`src/rtl/pipe_hazard_sched.sv`:
```
// -----------------------------------------------------------------------------
// pipe_hazard_sched
//
// Purpose: central hazard scheduler for a 5-stage MIPS pipeline. It resolves
// load-use bubbles, taken-branch/J flushes and multi-cycle mul/div occupancy
// stalls, and it keeps stall/flush statistics.
//
// Ports:
//   i_clk, i_rst_n        clock (rising edge), synchronous active-low reset
//   i_idex_memread        instruction in EX is a load
//   i_idex_rt             destination register of that load
//   i_ifid_rs/rt          source fields of the instruction in ID
//   i_ifid_uses_rt        ID instruction reads rt as a source
//   i_branch_taken        ID branch resolved taken
//   i_jump                ID instruction is J
//   i_md_start            ID instruction is mult/multu/div/divu
//   i_md_is_div           qualifies i_md_start: 1 = divide
//   o_pc_stall            hold PC
//   o_ifid_stall          hold IF/ID register
//   o_ifid_flush          zero IF/ID register (NOP)
//   o_idex_bubble         load a NOP into ID/EX
//   o_md_busy             mul/div sequence in progress
//   o_md_done             one-cycle pulse on the final mul/div cycle
//   o_stall_cnt           stall cycles since reset (wraps)
//   o_flush_cnt           flush events since reset (wraps)
//   o_dbg_state           current FSM state (0 = RUN, 1 = MD_BUSY)
//
// Handshake: i_md_start is a single-cycle request that is accepted in the
// cycle it is seen in RUN with no load-use hazard; the sequence ends with the
// one-cycle o_md_done pulse, after which the FSM is back in RUN.
// -----------------------------------------------------------------------------
module pipe_hazard_sched #(
  parameter int MUL_LAT = 4,
  parameter int DIV_LAT = 16,
  parameter int CNT_W   = 32
) (
  input  logic             i_clk,
  input  logic             i_rst_n,
  input  logic             i_idex_memread,
  input  logic [4:0]       i_idex_rt,
  input  logic [4:0]       i_ifid_rs,
  input  logic [4:0]       i_ifid_rt,
  input  logic             i_ifid_uses_rt,
  input  logic             i_branch_taken,
  input  logic             i_jump,
  input  logic             i_md_start,
  input  logic             i_md_is_div,
  output logic             o_pc_stall,
  output logic             o_ifid_stall,
  output logic             o_ifid_flush,
  output logic             o_idex_bubble,
  output logic             o_md_busy,
  output logic             o_md_done,
  output logic [CNT_W-1:0] o_stall_cnt,
  output logic [CNT_W-1:0] o_flush_cnt,
  output logic             o_dbg_state
);

  typedef enum logic {
    ST_RUN     = 1'b0,
    ST_MD_BUSY = 1'b1
  } state_t;

  // The issue cycle is one of the LAT cycles and the final busy cycle is the
  // one where the counter reads 0, hence the -2.
  localparam logic [7:0] MUL_INIT = 8'(MUL_LAT - 2);
  localparam logic [7:0] DIV_INIT = 8'(DIV_LAT - 2);

  state_t           r_state;
  logic [7:0]       r_md_cnt;
  logic [CNT_W-1:0] r_stall_cnt;
  logic [CNT_W-1:0] r_flush_cnt;

  logic w_load_use;
  logic w_md_issue;
  logic w_pc_stall;
  logic w_ifid_stall;
  logic w_ifid_flush;
  logic w_idex_bubble;
  logic w_md_busy;
  logic w_md_done;

  // $0 is hard-wired zero, so a load "into" it never creates a dependency.
  assign w_load_use = i_idex_memread && (i_idex_rt != 5'd0) &&
                      ((i_idex_rt == i_ifid_rs) ||
                       (i_ifid_uses_rt && (i_idex_rt == i_ifid_rt)));

  // Outputs respond in the same cycle as the hazard; reset forces them low.
  always_comb begin
    w_pc_stall    = 1'b0;
    w_ifid_stall  = 1'b0;
    w_ifid_flush  = 1'b0;
    w_idex_bubble = 1'b0;
    w_md_busy     = 1'b0;
    w_md_done     = 1'b0;
    w_md_issue    = 1'b0;
    if (i_rst_n) begin
      case (r_state)
        ST_RUN: begin
          if (w_load_use) begin
            // Operands not ready: branch/jump/md decisions wait a cycle.
            w_pc_stall    = 1'b1;
            w_ifid_stall  = 1'b1;
            w_idex_bubble = 1'b1;
          end else if (i_md_start) begin
            // Let the mul/div flow into ID/EX this cycle.
            w_md_issue = 1'b1;
          end else if (i_branch_taken || i_jump) begin
            w_ifid_flush = 1'b1;
          end
        end
        ST_MD_BUSY: begin
          w_md_busy     = 1'b1;
          w_pc_stall    = 1'b1;
          w_ifid_stall  = 1'b1;
          w_idex_bubble = 1'b1;
          w_md_done     = (r_md_cnt == 8'd0);
        end
        default: ;
      endcase
    end
  end

  always_ff @(posedge i_clk) begin
    if (!i_rst_n) begin
      r_state     <= ST_RUN;
      r_md_cnt    <= 8'd0;
      r_stall_cnt <= '0;
      r_flush_cnt <= '0;
    end else begin
      r_stall_cnt <= r_stall_cnt + {{(CNT_W-1){1'b0}}, w_pc_stall};
      r_flush_cnt <= r_flush_cnt + {{(CNT_W-1){1'b0}}, w_ifid_flush};
      case (r_state)
        ST_RUN: begin
          if (w_md_issue) begin
            r_state  <= ST_MD_BUSY;
            r_md_cnt <= i_md_is_div ? DIV_INIT : MUL_INIT;
          end
        end
        ST_MD_BUSY: begin
          if (r_md_cnt == 8'd0) begin
            r_state <= ST_RUN;
          end else begin
            r_md_cnt <= r_md_cnt - 8'd1;
          end
        end
        default: r_state <= ST_RUN;
      endcase
    end
  end

  assign o_pc_stall    = w_pc_stall;
  assign o_ifid_stall  = w_ifid_stall;
  assign o_ifid_flush  = w_ifid_flush;
  assign o_idex_bubble = w_idex_bubble;
  assign o_md_busy     = w_md_busy;
  assign o_md_done     = w_md_done;
  assign o_stall_cnt   = r_stall_cnt;
  assign o_flush_cnt   = r_flush_cnt;
  assign o_dbg_state   = r_state;

endmodule

```
`config.mk`:
```
export PLATFORM = sky130hd
export DESIGN_NAME = pipe_hazard_sched
export DESIGN_NICKNAME = d
export VERILOG_FILES = /design/src/rtl/pipe_hazard_sched.sv
export SDC_FILE = /design/constraint.sdc
export NUM_CORES = 1
export LEC_CHECK = 0
export ABC_AREA = 0
export ABC_CLOCK_PERIOD_IN_PS = 3800
export BUFFER_PORTS_ARGS = -buffer_cell sky130_fd_sc_hd__buf_2
export CAP_MARGIN = 20
export CORE_MARGIN = 4
export CORE_UTILIZATION = 40
export DETAILED_ROUTE_END_ITERATION = 7
export PLACE_DENSITY = 0.72
export SLEW_MARGIN = 20
export SYNTH_ARGS = -nofsm -noshare
export SYNTH_HDL_FRONTEND = slang
export SYNTH_SLANG_ARGS = --single-unit
```
`constraint.sdc`:
```
create_clock -name i_clk -period 3.8 [get_ports i_clk]
set_clock_uncertainty 0.15 [all_clocks]
set_input_delay 0.19 -clock i_clk [delete_from_list [all_inputs] [get_ports i_clk]]
set_output_delay 0.19 -clock i_clk [all_outputs]
set_load 0.1 [all_outputs]
```
==> metrics.md, run 1 <==
| Metric | Value |
|---|---|
| Outcome | `finished clean` |
| Final Hold Slack | `0.203 ns` |
| CP Launch Type | `input pin` |
| Simple-Gate Fraction of Synth Area | `29.3%` |
| Core ar. | `between 8000 and 9000 sq um` |
| Max Fclk | `around 0.3 GHz` |
| Vias in the first global route | `between 2000 and 3000` |
| Antenna violations before repair | `0` |
| Hold depth | `4` |
| CP required | `slightly below 4 ns` |
| Unique masters post-synth | `40` |
| Post-synthesis compound-gate area fraction | `under 10%` |
| Per-cell routed wire length | `roughly 13 um` |
| Fillcell total | `roughly 800` |
| Largest family of logic cells by synthesized area | `simple AND/OR/NAND/NOR gates` |
| Pleak | `1.89 nW` |
| Combinational fraction of design power | `a little over an eighth` |
| GRT overflow | `0` |
| Max transition margin | `about 55%` |
| Share of cells above drive strength 1 | `about 25%` |
| Path depth of the worst reg2reg path | `10` |
| Slew Limit Fails | `0` |
| Overall die height | `approximately 100 um` |
| Reg-to-Reg Start | `o_dbg_state` |
| Slew @ Worst Pin | `about 0.68 ns` |
| Reg2Reg Setup Slack | `between 0.9 and 1 ns` |
| Hold Path Sink | `r_md_cnt[2]` |
| P_int | `approximately 1.2 mW` |
| CTS tree | `built` |
| Setup Viol. Count Final | `0` |
| Flop pwr share | `about half` |
| Sw frac | `between 20% and 30%` |
| Arrival time at the worst endpoint | `about 3.3 ns` |
| Pre-antenna DRT Iters | `4` |
| # H-tree levels | `3` |
| Commonest cells in the netlist | `dfxtp_1, and2_1, xor2_1` |
| Synth warnings | `0` |
| Hold Path Class | `input pin to flip-flop` |
| Gp weighted congestion | `about 0.79` |
| Yosys top cell area share | `a little over two fifths` |
| Crit path max fanout | `4` |
| Clock share of power | `between 30% and 40%` |
| Register area share after synthesis | `between 40 and 50%` |
| Post-DP HPWL | `5.68 mm` |
| Tcrit/Tclk final | `about 85%` |
| First-pass GRT wire length | `about 13 mm` |
| Via count | `between 2000 and 3000` |
| CTS Sinks | `73` |
| Full die area | `10200 sq um` |
| Die W | `around 100 um` |
| Worst reg2reg endpoint | `o_flush_cnt[28]` |
| Crit end category | `flip-flop` |
| Final ANT Viol Nets | `0` |
| Peak supply drop | `~0.23 mV` |
| DR vias/cell | `~5` |
| Grt met3 use | `approximately 4.1%` |
| Clk root buf | `clkbuf_8` |
| RSZ-0062 raised after global routing | `false` |
| Residual DRC count | `0` |
| Clock buffer depth | `2` |
| Synth Register Bits | `73` |
| Synth top area cells | `dfxtp_1, xor2_1, xnor2_1` |
| All-Layer GR Usage | `between 10% and 20%` |
| Post-synthesis xor/xnor area fraction | `~15%` |
| Iteration-0 DRC Markers | `74` |
| EDFF count, synth | `0` |
| Max-Cap Viols | `0` |
| Post-Syn Instances | `387` |
| FP Rows | `33` |
| Buffers on Ports | `between 90 and 100` |
| Total power | `1.63 mW` |
| P_sw | `about 0.45 mW` |
| HP Start | `i_md_is_div` |
| Grt met2 use | `a little over a quarter` |
| Kind of critical path | `input pin to flip-flop` |
| Top-count cell post-synth | `dfxtp_1` |
| DRT Wirelength | `roughly 7.7 mm` |
| GR peak layer | `met2` |
| Final Hold Fails | `0` |
| Worst-skew pair later-pin latency | `between 0.3 and 0.4 ns` |
| TNS Setup | `0 ns` |
| # nets final | `between 500 and 600` |
| Avg Inst Size Synth | `about 8.9 sq um` |
| IO Count | `94` |
| Post-CTS setup buffers | `0` |
| Clock slew at reported path FFs | `~0.080 ns` |
| Hold buffer count at CTS | `0` |
| GR Util met1 | `between 10% and 20%` |
| N_diodes | `0` |
| Syn nets | `~420` |
| Prevailing post-synth register cell | `dfxtp_1` |
| Initial Util | `41.6%` |
| Post-synth ARST share | `0%` |
| Tmin final | `~3.2 ns` |
| PwrDens | `between 300 and 400 nW/um^2` |
| Mux share of post-synthesis cell area | `0%` |
| Post-Syn Area | `around 3500 sq um` |
| Area Overhead vs Synth | `23.2%` |
| Clock buffer count from CTS | `9` |
| Synth Area in Adders | `1.81%` |
| Pin count of the biggest net entering global routing | `between 50 and 60` |
| Yosys top cell by area | `dfxtp_1` |
| CTS resizes | `0` |
state kept, by name, summed over array words and instances (netlist names):
register / flops
o_dbg_state: 1
r_md_cnt: 8
o_flush_cnt: 32
o_stall_cnt: 32
power groups by stage:
stage               sequential (mW)  combinational [mW]  clock, mW
floorplan                     0.837               0.149          0
global placement              0.815               0.210          0
detailed placement            0.815               0.216          0
CTS                           0.798               0.216      0.636
finish                        0.798               0.215      0.619
global route                  0.801               0.232      0.671
critical path, cell delays in order:
cell and delay (ns):
buf_2 0.13, or4_1 0.51, o21a_1 0.21, nor2b_1 0.13, nor2_1 0.22, o2111a_2 0.26
ha_1 0.19, ha_1 0.21, and4_1 0.27, nand2_1 0.12, nor4_1 0.46, nand2_1 0.13
xnor2_1 0.14, and2_1 0.15
layout make-up:
class / instances / area (sq um) / share of cell area, %
clock buffers: 11 / 151 / 3.56
clock inverters: 5 / 53.8 / 1.27
inverters: 12 / 45.0 / 1.06
multi-input cells: 289 / 1910 / 45.0
flip-flops and latches: 73 / 1460 / 34.4
well taps: 105 / 131 / 3.09
repair buffers: 97 / 495 / 11.7
metrics by stage:
| stage | worst slack [ns] | util [%] | area, sq um | std cells |
|---|---|---|---|---|
| after floorplan | 0.0131 | - | 3480 | 387 |
| after global placement | 0.289 | 48.8 | 4050 | 576 |
| after detailed placement | 0.207 | 48.8 | 4050 | 576 |
| after CTS | 0.555 | 51.2 | 4250 | 592 |
| after global routing | 0.284 | 51.2 | 4250 | 592 |
| final | 0.552 | 51.2 | 4250 | 592 |
worst max path at each step:
stage,depth (start not counted),startpoint,to,slack (ns)
global placement,13,i_idex_rt[0],o_flush_cnt[29],0.29
finish,14,i_idex_rt[0],o_flush_cnt[28],0.55
floorplan,12,i_idex_rt[0],o_flush_cnt[29],0.01
detailed placement,14,i_idex_rt[0],o_flush_cnt[28],0.21
CTS,14,i_idex_rt[0],o_flush_cnt[28],0.55
global route,14,i_idex_rt[0],o_flush_cnt[26],0.28
metal layers:
metal	vias up	part of all wire [%]
li1	1513	-
met1	1384	45
met2	64	49
met3	12	5.0
met4	0	0.99
met5	-	0
cell families after synthesis:
family,Yosys count
adder cells (fa/ha/maj),5
buffers and inverters,25
XOR/XNOR,61
flip-flops,73
AND/OR/NAND/NOR,182
AO/OA/AOI/OAI,41
layout by cell type, fill, tap and decap left out, drive strengths merged, types with 3 or more instances in the layout:
cell / instances
nand4: 13
clkinv: 4
nor2b: 7
xor2: 32
inv: 12
nand3: 18
or3: 12
nor3: 7
xnor2: 29
and4: 7
a21boi: 10
clkbuf: 11
o31ai: 4
or4: 5
dfxtp: 73
nor2: 31
nor4: 3
ha: 5
o21ai: 14
nand2: 26
a21oi: 6
and3: 8
buf: 97
and2: 38
Note: power is estimated with default switching activity, not from simulation.
==> run 2, diff against run 1 <==
Settings changed: CORE_UTILIZATION 40 to 35, PLACE_DENSITY 0.72 to 0.65.
==> metrics.md, run 2 (synthesis gave the netlist of run 1 again) <==
| Metric | Value |
|---|---|
| Arrival time at the worst endpoint | `about 3.3 ns` |
| Clk root buf | `clkbuf_8` |
| FP Rows | `35` |
| Gp weighted congestion | `about 0.75` |
| # nets final | `just over 500` |
| Max-Cap Viols | `0` |
| Tmin final | `3.25 ns` |
| Max transition margin | `a little under 60%` |
| Core ar. | `about 9400 sq um` |
| Overall die height | `around 110 um` |
| DRT Wirelength | `roughly 7.7 mm` |
| Vias in the first global route | `roughly 2900` |
| CP required | `around 3.9 ns` |
| Slowest cell on crit path | `or4_1` |
| IO Count | `between 90 and 100` |
| TNS Setup | `0 ns` |
| Share of cells above drive strength 1 | `between 20 and 30%` |
| Clock buffer count from CTS | `9` |
| CTS tree | `built` |
| Max Fclk | `between 0.3 and 0.4 GHz` |
| Final ANT Viol Nets | `0` |
| Buf+Inv Stages, Crit Path | `1` |
| Initial Util | `a little over a third` |
| Worst path cell trace | `buf_2 > or4_1 > o21a_1 > nor2b_1 > nor2_1 > o2111a_2 > ha_1 > nand2_1 > or3b_1 > nor4_2 > nand3_1 > xnor2_1 > and2_1` |
| Commonest non-fill, non-tap cells in the layout | `buf_2, dfxtp_1, and2_1, xor2_1` |
| Crit end category | `flip-flop` |
| Path depth of the worst reg2reg path | `9` |
| N_diodes | `0` |
| Clock slew at reported path FFs | `0.08 ns` |
| All-Layer GR Usage | `13.7%` |
| Setup Viol. Count Final | `0` |
| Area Overhead vs Synth | `23.8%` |
| Hold buffer count at CTS | `0` |
| Clock buffer depth | `2` |
| Reg-to-Reg Start | `o_dbg_state` |
| HP Start | `i_branch_taken` |
| Pin count of the biggest net entering global routing | `58` |
| CP Launch Type | `input pin` |
| Post-CTS setup buffers | `0` |
| Kind of critical path | `input pin to flip-flop` |
| DR vias/cell | `~4.8` |
| Final Hold Fails | `0` |
| CTS Sinks | `73` |
| Hold depth | `4` |
| Slew @ Worst Pin | `about 0.63 ns` |
| Final Hold Slack | `0.210 ns` |
| Die W | `107 um` |
| Worst-skew pair later-pin latency | `between 0.3 and 0.4 ns` |
| Worst reg2reg endpoint | `o_flush_cnt[31]` |
| Hold Path Class | `input pin to flip-flop` |
| Full die area | `approximately 12000 sq um` |
| Hold Path Sink | `o_flush_cnt[0]` |
| Total power | `about 1.6 mW` |
| Post-DP HPWL | `between 5 and 6 mm` |
| CP max stage delay | `between 0.5 and 0.6 ns` |
| Commonest non-fill, non-tap cell in the layout | `buf_2` |
| Reg2Reg Setup Slack | `0.96 ns` |
| Pre-antenna DRT Iters | `4` |
| GRT overflow | `0` |
| Final instance area | `4270 sq um` |
| PwrDens | `around 380 nW/um^2` |
| Crit path max fanout | `5` |
| Outcome | `finished clean` |
| Via count | `about 3000` |
| CTS resizes | `0` |
| Iteration-0 DRC Markers | `80` |
| Pleak | `1.88 nW` |
| Peak supply drop | `roughly 0.21 mV` |
| # H-tree levels | `3` |
| Buffers on Ports | `93` |
| Placed inst area | `just over 4000 sq um` |
| Antenna violations before repair | `0` |
| First-pass GRT wire length | `approximately 13 mm` |
| Tcrit/Tclk final | `about 86%` |
| RSZ-0062 raised after global routing | `false` |
| Per-cell routed wire length | `between 10 and 15 um` |
| CP top delay family | `simple AND/OR/NAND/NOR gates` |
| Residual DRC count | `0` |
| Slew Limit Fails | `0` |
## run 2: cell type report
class	instances	area [sq um]
Inverter	12	45.0
Fill cell	970	5140
Timing Repair Buffer	97	495
Clock buffer	11	141
Clock inverter	5	55.1
Sequential cell	73	1460
Tap cell	129	161
Multi-Input combinational cell	289	1910
## run 2: worst max-delay path by stage
stage	from	to	slack [ns]	cells past startpoint
global placement	i_idex_rt[0]	o_flush_cnt[31]	0.27	13
finish	i_idex_rt[0]	o_flush_cnt[31]	0.55	13
CTS	i_idex_rt[0]	o_flush_cnt[29]	0.53	13
floorplan	i_idex_rt[0]	o_flush_cnt[29]	0.01	12
global route	i_idex_rt[3]	o_stall_cnt[30]	0.22	14
detailed placement	i_idex_rt[0]	o_flush_cnt[29]	0.17	13
## run 2: through the flow
step,std cells,setup WS [ns],utilization [%]
5_1_grt,616,0.223,45.4
3_5_place_dp,600,0.170,43.3
3_3_place_gp,600,0.272,43.3
6_report,616,0.549,45.4
2_1_floorplan,387,0.0131,-
4_1_cts,616,0.534,45.4
## run 2: tightest hold or removal path, cell delays in order
cell	delay, ns
buf_2	0.08
o2111a_2	0.18
ha_1	0.11
and2_1	0.11
## run 2: routing by layer
layer	routed length (um)	up-vias	share of wire, %	GRT usage, %
met5	0	-	0	0
met4	119	0	1.6	4.11
met3	403	12	5.3	3.78
met2	3530	71	46	23.4
met1	3600	1373	47	16.7
li1	-	1511	-	-
## run 2: where the power goes
group          switching [mW]  internal, mW
clock                   0.277         0.319
sequential             0.0165         0.781
combinational           0.150        0.0626
==> run 3, diff against run 2 <==
Settings changed: ABC_AREA 0 to 1, PLACE_DENSITY 0.65 to 0.64.
==> metrics.md, run 3 <==
| Metric | Value |
|---|---|
| Max transition margin | `roughly two thirds` |
| Worst-skew pair later-pin latency | `0.33 ns` |
| Outcome | `finished clean` |
| Hold buffer count at CTS | `0` |
| Final Hold Fails | `0` |
| Prevailing post-synth register cell | `dfxtp_1` |
| Iteration-0 DRC Markers | `189` |
| # H-tree levels | `3` |
| All-Layer GR Usage | `15.7%` |
| Clock slew at reported path FFs | `about 0.06 ns` |
| Critical Path Start | `i_idex_rt[3]` |
| Path depth of the worst reg2reg path | `12` |
| Pin count of the biggest net entering global routing | `40` |
| CTS resizes | `0` |
| Slew @ Worst Pin | `0.503 ns` |
| Synth Register Bits | `73` |
| Final instance area | `4910 sq um` |
| Hold depth | `5` |
| Clock buffer count from CTS | `9` |
| Syn nets | `~600` |
| Setup Viol. Count Final | `0` |
| Top-count cell post-synth | `nand2_1` |
| Vias in the first global route | `3753` |
| Register area share after synthesis | `a little under two fifths` |
| IO Count | `between 90 and 100` |
| DRT Wirelength | `~10 mm` |
| EDFF count, synth | `0` |
| Kind of critical path | `input pin to flip-flop` |
| Die W | `around 110 um` |
| Clk root buf | `clkbuf_16` |
| Yosys top cell by area | `dfxtp_1` |
| DR vias/cell | `approximately 4.8` |
| Pleak | `around 2.2 nW` |
| Tcrit/Tclk final | `a little under three quarters` |
| Per-cell routed wire length | `about 12 um` |
| Avg Inst Size Synth | `between 6 and 7 sq um` |
| Share of cells above drive strength 1 | `~22%` |
| FF+latch area | `1460 sq um` |
| Post-Syn Instances | `roughly 600` |
| Commonest non-fill, non-tap cell in the layout | `nand2_1` |
| Initial Util | `~36%` |
| Yosys top cell area share | `between 30 and 40%` |
| Gp weighted congestion | `just over 0.9` |
| Buffers on Ports | `93` |
| Final ANT Viol Nets | `0` |
| Via count | `around 4000` |
| Max-Cap Viols | `0` |
| Worst reg2reg endpoint | `o_flush_cnt[26]` |
| Slew Limit Fails | `0` |
| Multi-input logic area | `roughly 2200 sq um` |
| CTS tree | `built` |
| Tmin final | `~2.7 ns` |
| N_diodes | `0` |
| Core ar. | `between 10000 and 15000 sq um` |
| Commonest non-fill, non-tap cells in the layout | `nand2_1, buf_2, nor2_1, dfxtp_1, inv_1` |
| Area Overhead vs Synth | `24.3%` |
| CTS Sinks | `between 70 and 80` |
| Crit end category | `flip-flop` |
| Pre-antenna DRT Iters | `4` |
| Post-synth ARST share | `0%` |
| FP Rows | `38` |
| Clock buffer depth | `2` |
| Overall die height | `between 100 and 150 um` |
| Arrival time at the worst endpoint | `roughly 2.8 ns` |
| TNS Setup | `0 ns` |
| Post-Syn Area | `about 3900 sq um` |
| Residual DRC count | `0` |
| Full die area | `between 10000 and 15000 sq um` |
| Final Non-Filler Cells | `a little over 800` |
| Fillcell total | `~1100` |
| Placed inst area | `between 4000 and 5000 sq um` |
| PwrDens | `roughly 380 nW/um^2` |
| Final core utilization | `44.9%` |
| CP required | `just under 4 ns` |
| Unique masters post-synth | `39` |
| GRT overflow | `0` |
| RSZ-0062 raised after global routing | `false` |
| Post-DP HPWL | `7.79 mm` |
| Antenna violations before repair | `0` |
| Peak supply drop | `between 0.15 and 0.2 mV` |
| CP Launch Type | `input pin` |
| Reg-to-Reg Start | `o_dbg_state` |
| Crit path max fanout | `5` |
| # nets final | `711` |
| Max Fclk | `0.370 GHz` |
| First-pass GRT wire length | `16.7 mm` |
| Synth top area cells | `dfxtp_1, nand2_1, nor2_1` |
| Inst Count DP | `a little over 800` |
| Commonest cells in the netlist | `nand2_1, nor2_1, dfxtp_1` |
| Post-CTS setup buffers | `0` |
| Setup crit end | `o_flush_cnt[26]` |
| Hold Path Class | `input pin to flip-flop` |
| Reg2Reg Setup Slack | `roughly 1.1 ns` |
| Synth warnings | `0` |
[run 3: changes by cell type in the layout (fill, tap and decap cells not counted), moves of 12 or more]
cell     change
xor2_1      -17
a21oi_1     +33
or3_1       -12
xnor2_1     -24
nand2_1    +117
inv_1       +58
nor3_1      +12
and2_1      -37
nor2_1      +53
[run 3: layout make-up]
class / instances / share of cell area (%)
multi-input cells: 423 / 44.0
repair buffers: 95 / 9.79
clock buffers: 14 / 5.38
clock inverters: 2 / 1.22
flip-flops and latches: 73 / 29.8
well taps: 140 / 3.57
inverters: 81 / 6.19
[run 3: kinds of logic (layout without fill, tap and decap cells)]
kind of cell | Yosys count | count (layout) | synth area share (%)
AND/OR/NAND/NOR | 332 | 332 | 39.3
AO/OA/AOI/OAI | 66 | 66 | 8.81
adder cells (fa/ha/maj) | 5 | 5 | 1.58
flip-flops | 73 | 73 | 37.0
XOR/XNOR | 20 | 20 | 4.44
buffers and inverters | 91 | 192 | 8.90
[run 3: through the flow]
stage / power (mW) / hold WS, ns / setup slack, ns
3_3_place_gp: 0.978 / 0.264 / 0.865
6_report: 1.88 / 0.0494 / 1.10
2_1_floorplan: 0.941 / 0.257 / 0.0726
4_1_cts: 1.91 / 0.0460 / 1.09
5_1_grt: 1.96 / 0.133 / 0.746
3_5_place_dp: 0.983 / 0.279 / 0.739
[run 3: layer usage]
metal  GRT usage (%)  vias up  wire, um
met5               0        -         0
met1            19.2     1765      4560
met3            3.81       21       607
met4            6.81        0       227
li1                -     2066         -
met2            26.3      108      4670
[run 3: worst max-delay path, stage by stage]
cell	delay, ns
buf_2	0.11
inv_1	0.09
nand4_1	0.09
o21ai_0	0.18
inv_1	0.06
nand2_1	0.15
nand2_1	0.11
nor4_4	0.27
ha_1	0.22
ha_1	0.18
nand2_1	0.08
nor2_2	0.20
nand4_1	0.21
nor3b_2	0.28
nand2_1	0.10
o21ai_0	0.17
a21oi_1	0.05
[run 3: how the worst min path moves through the flow]
| stage | startpoint | to | slack (ns) |
|---|---|---|---|
| final | i_md_is_div | r_md_cnt[2] | 0.05 |
| after global routing | i_md_is_div | r_md_cnt[3] | 0.13 |
| after CTS | i_md_is_div | r_md_cnt[2] | 0.05 |
| after detailed placement | r_md_cnt[0] | r_md_cnt[0] | 0.28 |
| after global placement | r_md_cnt[0] | r_md_cnt[0] | 0.26 |
| after floorplan | r_md_cnt[0] | r_md_cnt[0] | 0.26 |
[run 3: power breakdown]
| part | internal, mW | switching [mW] | leakage, nW | total (mW) |
|---|---|---|---|---|
| clock | 0.611 | 0.307 | 0.157 | 0.918 |
| sequential | 0.775 | 0.00757 | 0.589 | 0.782 |
| combinational | 0.0519 | 0.132 | 1.42 | 0.184 |
| total | 1.44 | 0.446 | 2.17 | 1.88 |
